**src/rtl/dijkstra_pkg.sv**
```systemverilog
// Shared types and width defaults for the Dijkstra accelerator memory path.
package dijkstra_pkg;

  localparam int DEFAULT_MADDR_WIDTH = 32;
  localparam int DEFAULT_MDATA_WIDTH = 32;

  typedef enum logic [1:0] {
    IDLE,
    ISSUE,
    WAIT_READ
  } ArbState;

  // A single requester still needs a one-bit pointer to keep port widths legal.
  function automatic int ptr_width(input int n);
    return (n > 1) ? $clog2(n) : 1;
  endfunction

endpackage

```
**src/rtl/rr_picker.sv**
```systemverilog
// Combinational round-robin picker: first requester at or after the pointer wins.
module rr_picker
  import dijkstra_pkg::*;
#(
  parameter int NUM_REQ = 2,
  parameter int PTR_W   = ptr_width(NUM_REQ)
) (
  input  logic [NUM_REQ-1:0] req,
  input  logic [PTR_W-1:0]   ptr,
  output logic [NUM_REQ-1:0] winner,
  output logic               valid
);

  always_comb begin
    int  idx;
    logic found;
    winner = '0;
    found  = 1'b0;
    idx    = 0;
    for (int k = 0; k < NUM_REQ; k++) begin
      idx = int'(ptr) + k;
      if (idx >= NUM_REQ) idx = idx - NUM_REQ;
      if (!found && req[idx]) begin
        winner[idx] = 1'b1;
        found       = 1'b1;
      end
    end
    valid = found;
  end

endmodule

```
**src/rtl/mem_arbiter.sv**
```systemverilog
// Round-robin arbiter sharing one Avalon-MM master between NUM_REQ requesters,
// with optional lock for back-to-back sequences and one transaction outstanding.
module mem_arbiter
  import dijkstra_pkg::*;
#(
  parameter int NUM_REQ     = 2,
  parameter int MADDR_WIDTH = DEFAULT_MADDR_WIDTH,
  parameter int MDATA_WIDTH = DEFAULT_MDATA_WIDTH
) (
  input  logic                           clock,
  input  logic                           reset,
  input  logic [NUM_REQ-1:0]             req_read,
  input  logic [NUM_REQ-1:0]             req_write,
  input  logic [NUM_REQ-1:0]             req_lock,
  input  logic [NUM_REQ*MADDR_WIDTH-1:0] req_addr,
  input  logic [NUM_REQ*MDATA_WIDTH-1:0] req_wdata,
  output logic [NUM_REQ-1:0]             req_wait_request,
  output logic [MDATA_WIDTH-1:0]         req_readdata,
  output logic [NUM_REQ-1:0]             req_readdatavalid,
  output logic [NUM_REQ-1:0]             grant,
  output logic [MADDR_WIDTH-1:0]         avm_address,
  output logic                           avm_read,
  output logic                           avm_write,
  output logic [MDATA_WIDTH-1:0]         avm_writedata,
  input  logic                           avm_waitrequest,
  input  logic [MDATA_WIDTH-1:0]         avm_readdata,
  input  logic                           avm_readdatavalid
);

  localparam int PTR_W = ptr_width(NUM_REQ);

  ArbState            state, state_n;
  logic [PTR_W-1:0]   ptr, grant_idx, win_idx, load_idx;
  logic [NUM_REQ-1:0] candidates, winner, load_onehot;
  logic               pick_valid, accept, complete, load;

  assign candidates = req_read | req_write;

  rr_picker #(
    .NUM_REQ(NUM_REQ),
    .PTR_W  (PTR_W)
  ) u_picker (
    .req   (candidates),
    .ptr   (ptr),
    .winner(winner),
    .valid (pick_valid)
  );

  always_comb begin
    win_idx = '0;
    for (int i = 0; i < NUM_REQ; i++) begin
      if (winner[i]) win_idx = PTR_W'(i);
    end
  end

  assign accept   = (state == ISSUE) && !avm_waitrequest;
  assign complete = (accept && avm_write) || ((state == WAIT_READ) && avm_readdatavalid);

  // A completing locked owner that is still requesting reloads without passing through IDLE.
  always_comb begin
    state_n  = state;
    load     = 1'b0;
    load_idx = grant_idx;
    case (state)
      IDLE: begin
        if (pick_valid) begin
          load     = 1'b1;
          load_idx = win_idx;
          state_n  = ISSUE;
        end
      end
      ISSUE: begin
        if (accept && !avm_write) state_n = WAIT_READ;
      end
      WAIT_READ: ;
      default: state_n = IDLE;
    endcase
    if (complete) begin
      if (req_lock[grant_idx] && candidates[grant_idx]) begin
        load     = 1'b1;
        load_idx = grant_idx;
        state_n  = ISSUE;
      end else begin
        state_n = IDLE;
      end
    end
  end

  always_comb begin
    load_onehot           = '0;
    load_onehot[load_idx] = 1'b1;
  end

  always_comb begin
    req_wait_request  = '1;
    req_readdatavalid = '0;
    if (state == ISSUE)     req_wait_request[grant_idx]  = avm_waitrequest;
    if (state == WAIT_READ) req_readdatavalid[grant_idx] = avm_readdatavalid;
  end

  assign req_readdata = avm_readdata;

  always_ff @(posedge clock) begin
    if (reset) begin
      state         <= IDLE;
      ptr           <= '0;
      grant_idx     <= '0;
      grant         <= '0;
      avm_address   <= '0;
      avm_writedata <= '0;
      avm_read      <= 1'b0;
      avm_write     <= 1'b0;
    end else begin
      state <= state_n;
      if (complete) begin
        ptr <= (grant_idx == PTR_W'(NUM_REQ - 1)) ? '0 : grant_idx + 1'b1;
      end
      // Write wins when a requester raises read and write together.
      if (load) begin
        grant         <= load_onehot;
        grant_idx     <= load_idx;
        avm_address   <= req_addr[int'(load_idx)*MADDR_WIDTH +: MADDR_WIDTH];
        avm_writedata <= req_wdata[int'(load_idx)*MDATA_WIDTH +: MDATA_WIDTH];
        avm_write     <= req_write[load_idx];
        avm_read      <= req_read[load_idx] & ~req_write[load_idx];
      end else begin
        if (accept) begin
          avm_read  <= 1'b0;
          avm_write <= 1'b0;
        end
        if (complete) grant <= '0;
      end
    end
  end

endmodule

```
**config.mk**
```make
export PLATFORM = sky130hd
export DESIGN_NAME = mem_arbiter
export DESIGN_NICKNAME = d
export VERILOG_FILES = /design/src/rtl/dijkstra_pkg.sv /design/src/rtl/rr_picker.sv /design/src/rtl/mem_arbiter.sv
export SDC_FILE = /design/constraint.sdc
export NUM_CORES = 1
export LEC_CHECK = 0
export CORE_AREA = 2 2 106 108
export CTS_BUF_LIST = sky130_fd_sc_hd__clkbuf_8
export CTS_CLUSTER_DIAMETER = 40
export DETAILED_ROUTE_END_ITERATION = 12
export DIE_AREA = 0 0 108 110
export GPL_TIMING_DRIVEN = 0
export PLACE_DENSITY = 0.82
export SKIP_CTS_REPAIR_TIMING = 1
export SLEW_MARGIN = 20
export SYNTH_ARGS = -nofsm -noshare
export SYNTH_HDL_FRONTEND = slang
export SYNTH_SLANG_ARGS = --single-unit
```
**constraint.sdc**
```tcl
create_clock -name clock -period 3 [get_ports clock]
set_input_delay 0.45 -clock clock [delete_from_list [all_inputs] [get_ports clock]]
set_output_delay 0.45 -clock clock [all_outputs]
set_load 0.01 [all_outputs]
```
==> impl_metrics.yaml, run 1 <==
status:
  status: "finished, final reports clean"
timing:
  setup_tns_ps: 0
  worst-slew-pin-transition_ps: 679.4
  min_period_over_period: 0.8124
  fin_skew_ps: 7.857
  timing_max_transition_violations_final: 0
  finalWorstPathRequiredPeriod_ps: 2437
  max_freq_mhz: 410.3
  timing.final.ws_setup_ps: 562.8
  setup_viol: 0
  slew_headroom: 0.5470
  report.final.hold_viol_count: 0
  rsz0062_at_grt: "no"
pwr:
  max-vdd-ir-drop_mv: 0.2400
  static-leakage-power_nw: 2.619
  intPower_mw: 2.218
  power_density_nw_per_um2: 503.3
  combPwrFrac: 0.410
  p_clk_frac: 0.231
  seq_power_share: 0.359
  switching_power_mw: 1.069
  switching_share: 0.3253
setup_path:
  start_kind: "input port"
  required_ps: 2550
  path_max_fanout: 3
  timing_worst_setup_path_type: "in2out"
  cp.arrival_ps: 1990
  timing.critical_path.to_type: "primary output"
  rrSetupSlack_ps: 1200
floorplan:
  area_of_the_core_region_um2: 10700
  die_w_um: 108
  floorplan.initialDensity: 0.3522
  top_level_ports: 274
  core.rowCount: 38
  floorplan.die_area_um2: 11880
  die_height_um: 110
global_route:
  groute.usage.overall: 0.2164
  gr-total-overflow: 0
  grt_max_degree: 12
  wire_length_of_the_first_global_routing_pass_um: 20110
  grt_pass1_vias: 4188
  grt_antenna_before_repair: 0
drt:
  detailroute.via_count: 4177
  post-route-drc-count: 0
  via_per_inst: 4.955
  firstDrtPassIters: 6
  detail_route.wl_per_cell_um: 16.11
  drt-met1-wl_um: 5382
  wl_met2_um: 6996
  detail_route_met3_wl_um: 1005
  ant_nets: 0
  first_iter_violations: 216
  top_layer: "met4"
  drt-total-wl_um: 13580
finish:
  fin_util: 0.6105
  finish.net_count: 869
  layout-drive-gt1-share: 0.1750
  insertedDiodeCount: 0
  fillerInstances: 895
  flow.area_growth_from_synthesis_pct: 73.36
synth:
  number_of_synthesized_flops_with_an_enable_pin: 0
  synth.avg_cell_area_um2: 8.409
  synth_sequential_area_ratio: 0.3826
  postSynthRegisterBits: 72
  synth_flop_cell: "dfxtp_1"
  syn-cell-area_um2: 3767
  synth.distinct_cells: 33
  syn-instance-count: 448
  syn-num-nets: 618
  synth.yosys.warnings: 0
  async_flop_share: 0
flow_run:
  cap_viol_max_count: 0
clock_network:
  clk-insertion-delay-late_ps: 350
  cts-htree-levels: 3
  cts_tree: "done"
  clockBufferDepth: 2
  worst_setup_hold_path_clk_slew_ps: 80
  total_cts_buffers: 9
  cts-root-buf: "clkbuf_8"
  clkSinkCount: 72
placement:
  place.gp.congestion: 0.8597
  placement.setup.worst_slack_ps: 584.5
  dp_hpwl_um: 10420
  placement.io_buffers: 240
min_path:
  min_path_type: "reg2reg"
per-layer routing:
layer / global-route usage / vias to the layer above
met3: 0.04350 / 15
li1: - / 2020
met2: 0.3962 / 203
met5: 0 / -
met1: 0.2508 / 1939
met4: 0.07601 / 0
cells by family (layout without fill, tap and decap cells):
logic type,count (synthesis),after routing,share of synthesized area
AOI/OAI and AO/OA,144,144,0.3109
buffers and inverters,72,327,0.1332
DFF,72,72,0.3826
and+or+nand+nor,160,160,0.1734
worst max-delay path, cell delays in order:
cell and delay (ps):
clkdlybuf4s50_1 450, nor2_2 200, nand2_1 120, or2_2 280
clkdlybuf4s50_1 480
synthesized netlist by cell type, drive strengths merged, types with 2 or more instances:
cell type | instances | area share
nand2 | 71 | 0.071
clkbuf | 10 | 0.010
nor2 | 74 | 0.078
buf | 60 | 0.12
nor3 | 2 | 0.0027
nand3 | 4 | 0.0053
dfxtp | 72 | 0.38
a21oi | 68 | 0.093
a211oi | 65 | 0.18
or2 | 2 | 0.0033
and2 | 2 | 0.0033
a22oi | 2 | 0.0040
inv | 2 | 0.0020
nor3b | 3 | 0.0060
through the flow:
stage / cell area, µm² / cells / hold slack [ps] / power [mW]
6_report: 6531 / 843 / 483.2 / 3.287
3_3_place_gp: 6345 / 828 / 464.4 / 2.516
5_1_grt: 6531 / 843 / 504.5 / 3.462
2_1_floorplan: 3767 / 448 / 492.2 / 1.888
4_1_cts: 6531 / 843 / 479.8 / 3.311
3_5_place_dp: 6345 / 828 / 465.6 / 2.553
area by class of cell:
| type | count | area [µm²] | share of cell area |
|---|---|---|---|
| Sequential cell | 72 | 1441 | 0.2207 |
| Clock buffer | 10 | 137.6 | 0.02107 |
| Inverter | 2 | 7.507 | 0.001149 |
| Tap cell | 140 | 175.2 | 0.02682 |
| Clock inverter | 5 | 48.80 | 0.007471 |
| Multi-Input combinational cell | 304 | 1824 | 0.2793 |
| Buffer | 70 | 494.2 | 0.07567 |
| Timing Repair Buffer | 240 | 2402 | 0.3678 |
worst paths after layout:
path                   startpoint                   to  cells after the start
setup / recovery  avm_waitrequest  req_wait_request[0]                      5
hold / removal           avm_read             avm_read                      2
setup reg to reg         state[0]    avm_writedata[22]                      8
hold reg to reg          avm_read             avm_read                      2
registers in the layout (all words and copies together) (netlist names):
| signal | cells |
|---|---|
| grant | 2 |
| state | 2 |
| avm_address | 32 |
| avm_read | 1 |
| avm_writedata | 32 |
| grant_idx | 1 |
| avm_write | 1 |
| ptr | 1 |
power groups by stage:
stage | clock (mW) | sequential [mW] | combinational [mW]
floorplan | 0 | 1.26 | 0.630
global placement | 0 | 1.19 | 1.32
detailed placement | 0 | 1.20 | 1.35
CTS | 0.773 | 1.18 | 1.36
global route | 0.811 | 1.20 | 1.45
finish | 0.758 | 1.18 | 1.35
cells in the final DEF, fill, tap and decap left out, types with 2 or more instances in the layout:
cell type	n
nand2_1	70
nor2_1	70
buf_4	40
nand3_1	4
buf_6	9
nor3b_1	3
nor2_2	3
a211oi_1	28
buf_2	11
clkbuf_8	10
a21oi_1	67
a22oi_1	2
and2_1	2
dfxtp_1	72
inv_1	3
clkinv_2	3
clkbuf_1	10
a211oi_2	37
clkdlybuf4s50_1	240
nor3_1	2
No activity file was read; power rests on OpenSTA's default activity.
==> run 2, diff against run 1 <==
Clock period 3 ns to 2.5 ns, I/O delays scaled along.
==> results of run 2 <==
The final DEF is identical to that of run 1. Status: finished, final reports clean.
Main changes from that run: setup slack after placement 584.5 ps -> 180.5 ps; setup slack after layout 562.8 ps -> 212.8 ps; register-to-register setup slack 1200 ps -> 700 ps; total power 3.287 mW -> 3.945 mW; worst IR drop on VDD 0.2400 mV -> 0.2880 mV
